===== src/rtl/debounce_bank.sv =====
// Multi-channel debouncer: optional two-flop synchronizer, shared sample-tick
// prescaler and a per-channel stability counter. Sync enabled by DEBOUNCE_BANK_SYNC_EN.
module debounce_bank #(
    parameter int unsigned    CH      = 4,
    parameter int unsigned    STABLE  = 15,
    parameter int unsigned    DIV     = 1,
    parameter logic [CH-1:0]  RST_VAL = '0
) (
    input  logic          clk,
    input  logic          rst,
    input  logic [CH-1:0] raw,
    output logic [CH-1:0] clean,
    output logic [CH-1:0] rise,
    output logic [CH-1:0] fall
);

    localparam int unsigned CW = (STABLE < 2) ? 1 : $clog2(STABLE + 1);
    localparam int unsigned DW = (DIV < 2) ? 1 : $clog2(DIV);

    logic [CH-1:0]         s;
    logic                  tick;
    logic [DW-1:0]         div_q, div_d;
    logic [CH-1:0][CW-1:0] cnt_q, cnt_d;
    logic [CH-1:0]         clean_q, clean_d;
    logic [CH-1:0]         rise_q, rise_d;
    logic [CH-1:0]         fall_q, fall_d;

`ifdef DEBOUNCE_BANK_SYNC_EN
    logic [CH-1:0] sync1_q, sync2_q;

    // Reset to RST_VAL so a raw input resting at RST_VAL starts no count.
    always_ff @(posedge clk or posedge rst) begin
        if (rst) begin
            sync1_q <= RST_VAL;
            sync2_q <= RST_VAL;
        end else begin
            sync1_q <= raw;
            sync2_q <= sync1_q;
        end
    end

    assign s = sync2_q;
`else
    assign s = raw;
`endif

    // Prescaler; with DIV=1 the counter sits at 0 and tick is always high.
    always_comb begin
        tick  = (div_q == DW'(DIV - 1));
        div_d = tick ? '0 : div_q + DW'(1);
    end

    // Stability counters: any agreeing tick restarts the count.
    always_comb begin
        clean_d = clean_q;
        cnt_d   = cnt_q;
        rise_d  = '0;
        fall_d  = '0;
        if (tick) begin
            for (int i = 0; i < int'(CH); i++) begin
                if (s[i] == clean_q[i]) begin
                    cnt_d[i] = '0;
                end else if (cnt_q[i] == CW'(STABLE - 1)) begin
                    clean_d[i] = s[i];
                    cnt_d[i]   = '0;
                    rise_d[i]  = s[i];
                    fall_d[i]  = ~s[i];
                end else begin
                    cnt_d[i] = cnt_q[i] + CW'(1);
                end
            end
        end
    end

    always_ff @(posedge clk or posedge rst) begin
        if (rst) begin
            div_q   <= '0;
            cnt_q   <= '0;
            clean_q <= RST_VAL;
            rise_q  <= '0;
            fall_q  <= '0;
        end else begin
            div_q   <= div_d;
            cnt_q   <= cnt_d;
            clean_q <= clean_d;
            rise_q  <= rise_d;
            fall_q  <= fall_d;
        end
    end

    assign clean = clean_q;
    assign rise  = rise_q;
    assign fall  = fall_q;

endmodule


===== config.mk =====
export PLATFORM = sky130hd
export DESIGN_NAME = debounce_bank
export DESIGN_NICKNAME = d
export VERILOG_FILES = /design/src/rtl/debounce_bank.sv
export SDC_FILE = /design/constraint.sdc
export NUM_CORES = 1
export LEC_CHECK = 0
export ABC_AREA = 1
export BUFFER_PORTS_ARGS = -buffer_cell sky130_fd_sc_hd__buf_2
export CAP_MARGIN = 20
export CELL_PAD_IN_SITES_DETAIL_PLACEMENT = 1
export CELL_PAD_IN_SITES_GLOBAL_PLACEMENT = 2
export CORE_ASPECT_RATIO = 1.5
export CORE_MARGIN = 10
export CORE_UTILIZATION = 30
export DETAILED_ROUTE_END_ITERATION = 6
export GPL_TIMING_DRIVEN = 0
export PLACE_DENSITY_LB_ADDON = 0.1
export SYNTH_ARGS = -nofsm -noshare
export SYNTH_HDL_FRONTEND = slang
export SYNTH_SLANG_ARGS = --single-unit

===== constraint.sdc =====
create_clock -name clk -period 0.9 [get_ports clk]
set_input_delay 0.225 -clock clk [delete_from_list [all_inputs] [get_ports clk]]
set_output_delay 0.225 -clock clk [all_outputs]
set_load 0.05 [all_outputs]

==> results by group <==
Cells and area
  • Final core occ: 0.482
  • Share of layout cells above drive strength 1: 0.535
  • Antenna cells: 0
  • Nets: 170
  • Filler instances: roughly 420
  • Cell area after layout: ~0.0018 mm²
  • Synth-to-Final Area Change: 52.1%

Setup path
  • CP Max Fanout: 2
  • Worst EP arrival: roughly 0.86 ns
  • Crit Path Class: reg2out
  • Element type at the critical path start: flip-flop
  • Worst Setup End Kind: output pin
  • Required @ worst endpoint: 0.67 ns
  • CP delay by family, top: flip-flops
  • Crit path largest cell delay: 0.43 ns
  • Cells along the critical path: buf_6
  • Buf/Inv on CP: 1
  • Slowest CP cell: dfrtp_2

Floorplanning
  • Core Area: 0.00372 mm²
  • Die height: 96.8 µm
  • # rows: 27
  • Die ar.: ~0.0069 mm²
  • Initial Utilization: 0.317
  • Die Width: 71.2 µm
  • IO Pins: 18

Clock tree
  • CTS buffer count: 3
  • CTS tree: yes
  • Clock sink count: 28
  • H-tree depth: 1
  • Buffer depth of the longest clock path: 2
  • Root Driver: clkbuf_8
  • Worst-Skew Late Latency: 0.28 ns
  • Hold-fix buffers, CTS: 0
  • Clk slew on worst S/H paths: 0.10 ns

Yosys
  • Number of synthesized flops with an enable pin: 0
  • Sequential cell area fraction in the yosys report: 0.594
  • Post-synthesis mux area share: 0
  • Complex-gate fraction of the synthesized area: 0.0340
  • Share of the synthesized area in the top cell type: 0.594
  • Xor/xnor share of the synthesized area: 0.0372
  • Syn_area_per_cell: 9.58 µm²
  • Post-Syn Area: 0.00118 mm²
  • Synth async-reset ratio: 1.00
  • Synth Flop Type: dfrtp_1
  • Post-synth top cells: 28 x dfrtp_1, 25 x nand2_1, 22 x nor2_1, 15 x inv_1, 8 x nand3_1
  • Post-synth top area cell: dfrtp_1
  • Main combinational cell family by area after synthesis: simple AND/OR/NAND/NOR gates
  • Cell with the most instances after synthesis: dfrtp_1
  • Post-synth cell types: 15
  • Syn Nets: 135
  • Adder-Cell Fraction of Synth Area: 0.0637
  • Post-synthesis instance total: 123
  • Simple logic cell fraction of the synthesized area: 0.223
  • Area contributors post-synth: dfrtp_1 59%, nand2_1 8.0%, nor2_1 7.0%
  • Yosys reg bits: 28
  • Yosys warns: 0

Placed design
  • DP Worst Slack: -0.480 ns
  • DP HPWL: 1980 µm
  • Placer Congestion: 0.719
  • Placed inst area: 0.00137 mm²
  • Port Buffers: 17

STA
  • Max frequency: 0.920 GHz
  • Worst Skew: slightly above 0.003 ns
  • Count of final setup violators: 37
  • Normalized max-slew margin: 0.587
  • Final worst-path cycle share: 1.21
  • Clock period minus worst slack: between 1 and 1.5 ns
  • RSZ-0062 raised after global routing: true
  • Setup TNS: -4.44 ns
  • Worst Max-Slew Pin Slew: 0.618 ns
  • Post-route setup slack: -0.187 ns
  • Final Max Tran Viols: 0
  • Final hold vios: 0

Global route
  • Pin count of the biggest net entering global routing: 29
  • First-pass GRT wire length: 4930 µm
  • Antenna violations before repair: 0
  • Total gr overflow: 0
  • GRT Util Overall: 0.0845
  • Vias in the first global route: 1081

Flow run
  • Max cap viols: 0

Drt
  • 1st-iter DRT viols: 26
  • Drt wl/cell: 14.4 µm
  • Routed via count: 953
  • Final routed DRC violation total: 0
  • DR pass1 iterations: 2
  • Vias per inst: 4.77
  • Antenna-violating nets left: 0
  • Post-Route WL: 2870 µm

Power and ir drop
  • Pleak: 0.833 nW
  • Total power: 2.67 mW
  • PD cells: 1490 mW/mm²
  • VDD IR-drop max: 0.842 mV

Status
  • Outcome: complete, but fails checks
  • Violated checks: setup timing

Hold path
  • Min-delay worst type: in2async
-- final cells by class --
class	count	area [µm²]	area share
Multi-Input combinational cell	80	638	0.356
Clock buffer	3	41.3	0.0230
Inverter	15	60.1	0.0335
Clock inverter	1	30.0	0.0167
Timing Repair Buffer	30	262	0.146
Sequential cell	28	708	0.395
Tap cell	43	53.8	0.0300
-- placed cells by master (no fill, tap or decap), types with 2 or more instances in the layout --
cell and count:
dfrtp_1 22, inv_1 10, dfrtp_2 6, nor3_2 3, buf_6 13, o21bai_1 2
ha_4 3, buf_4 12, nand2_2 6, nand2_1 15, nand3_1 2, buf_2 5
nand4_1 3, ha_1 2, nand3_2 2, xnor2_1 2, clkbuf_8 3, inv_2 4
o21ai_1 4, nand2_4 4, nor2_2 13, nor2_1 9, nand3_4 4
-- registers in the layout, indices dropped and copies added (netlist names) --
register	cells
cnt_q	16
rise	4
clean	4
fall	4
-- power breakdown --
group	switching [mW]	internal (mW)	total [mW]
Sequential	0.0646	1.30	1.37
Combinational	0.150	0.133	0.283
Clock	0.422	0.596	1.02
-- routing by layer --
metal  vias to the layer above  routed length (µm)  GRT usage
li1                        452                   -          -
met1                       484                1080     0.0874
met2                        13                1640      0.154
met3                         4                 121     0.0265
met4                         0                  30     0.0253
met5                         -                   0          0
-- timing repair --
item,4_1_cts,5_1_grt
endpoints found under the hold margin,0,0
buffers inserted,12,1
cloned,0,0
gates resized for setup,60,14
setup endpoints to repair,66,40
pin swaps,15,7
-- per-stage QoR --
stage,hold WS [ns],std cells
2_1_floorplan,0.290,123
3_3_place_gp,0.417,183
3_5_place_dp,0.423,183
4_1_cts,0.0314,199
5_1_grt,0.0514,200
6_report,0.00588,200
-- path summary, 6_finish.rpt --
kind                          start  endpoint  slack (ns)  cells past startpoint
max                        clean[2]  clean[2]       -0.19                      1
min                             rst  cnt_q[6]       0.006                      2
min in group clk             raw[3]   fall[3]        0.13                      2
max reg2reg                cnt_q[4]  cnt_q[4]       -0.15                      5
min reg2reg                cnt_q[4]  cnt_q[4]        0.51                      1
max in group asynchronous       rst  clean[3]        0.51                      2
-- kinds of logic after synthesis --
kind of cell | after synthesis
AOI/OAI and AO/OA | 7
adders and majority gates | 6
buffers and inverters | 15
and+or+nand+nor | 62
xor gates and xnor gates | 5
DFF | 28
No activity file was read; power rests on OpenSTA's default activity.
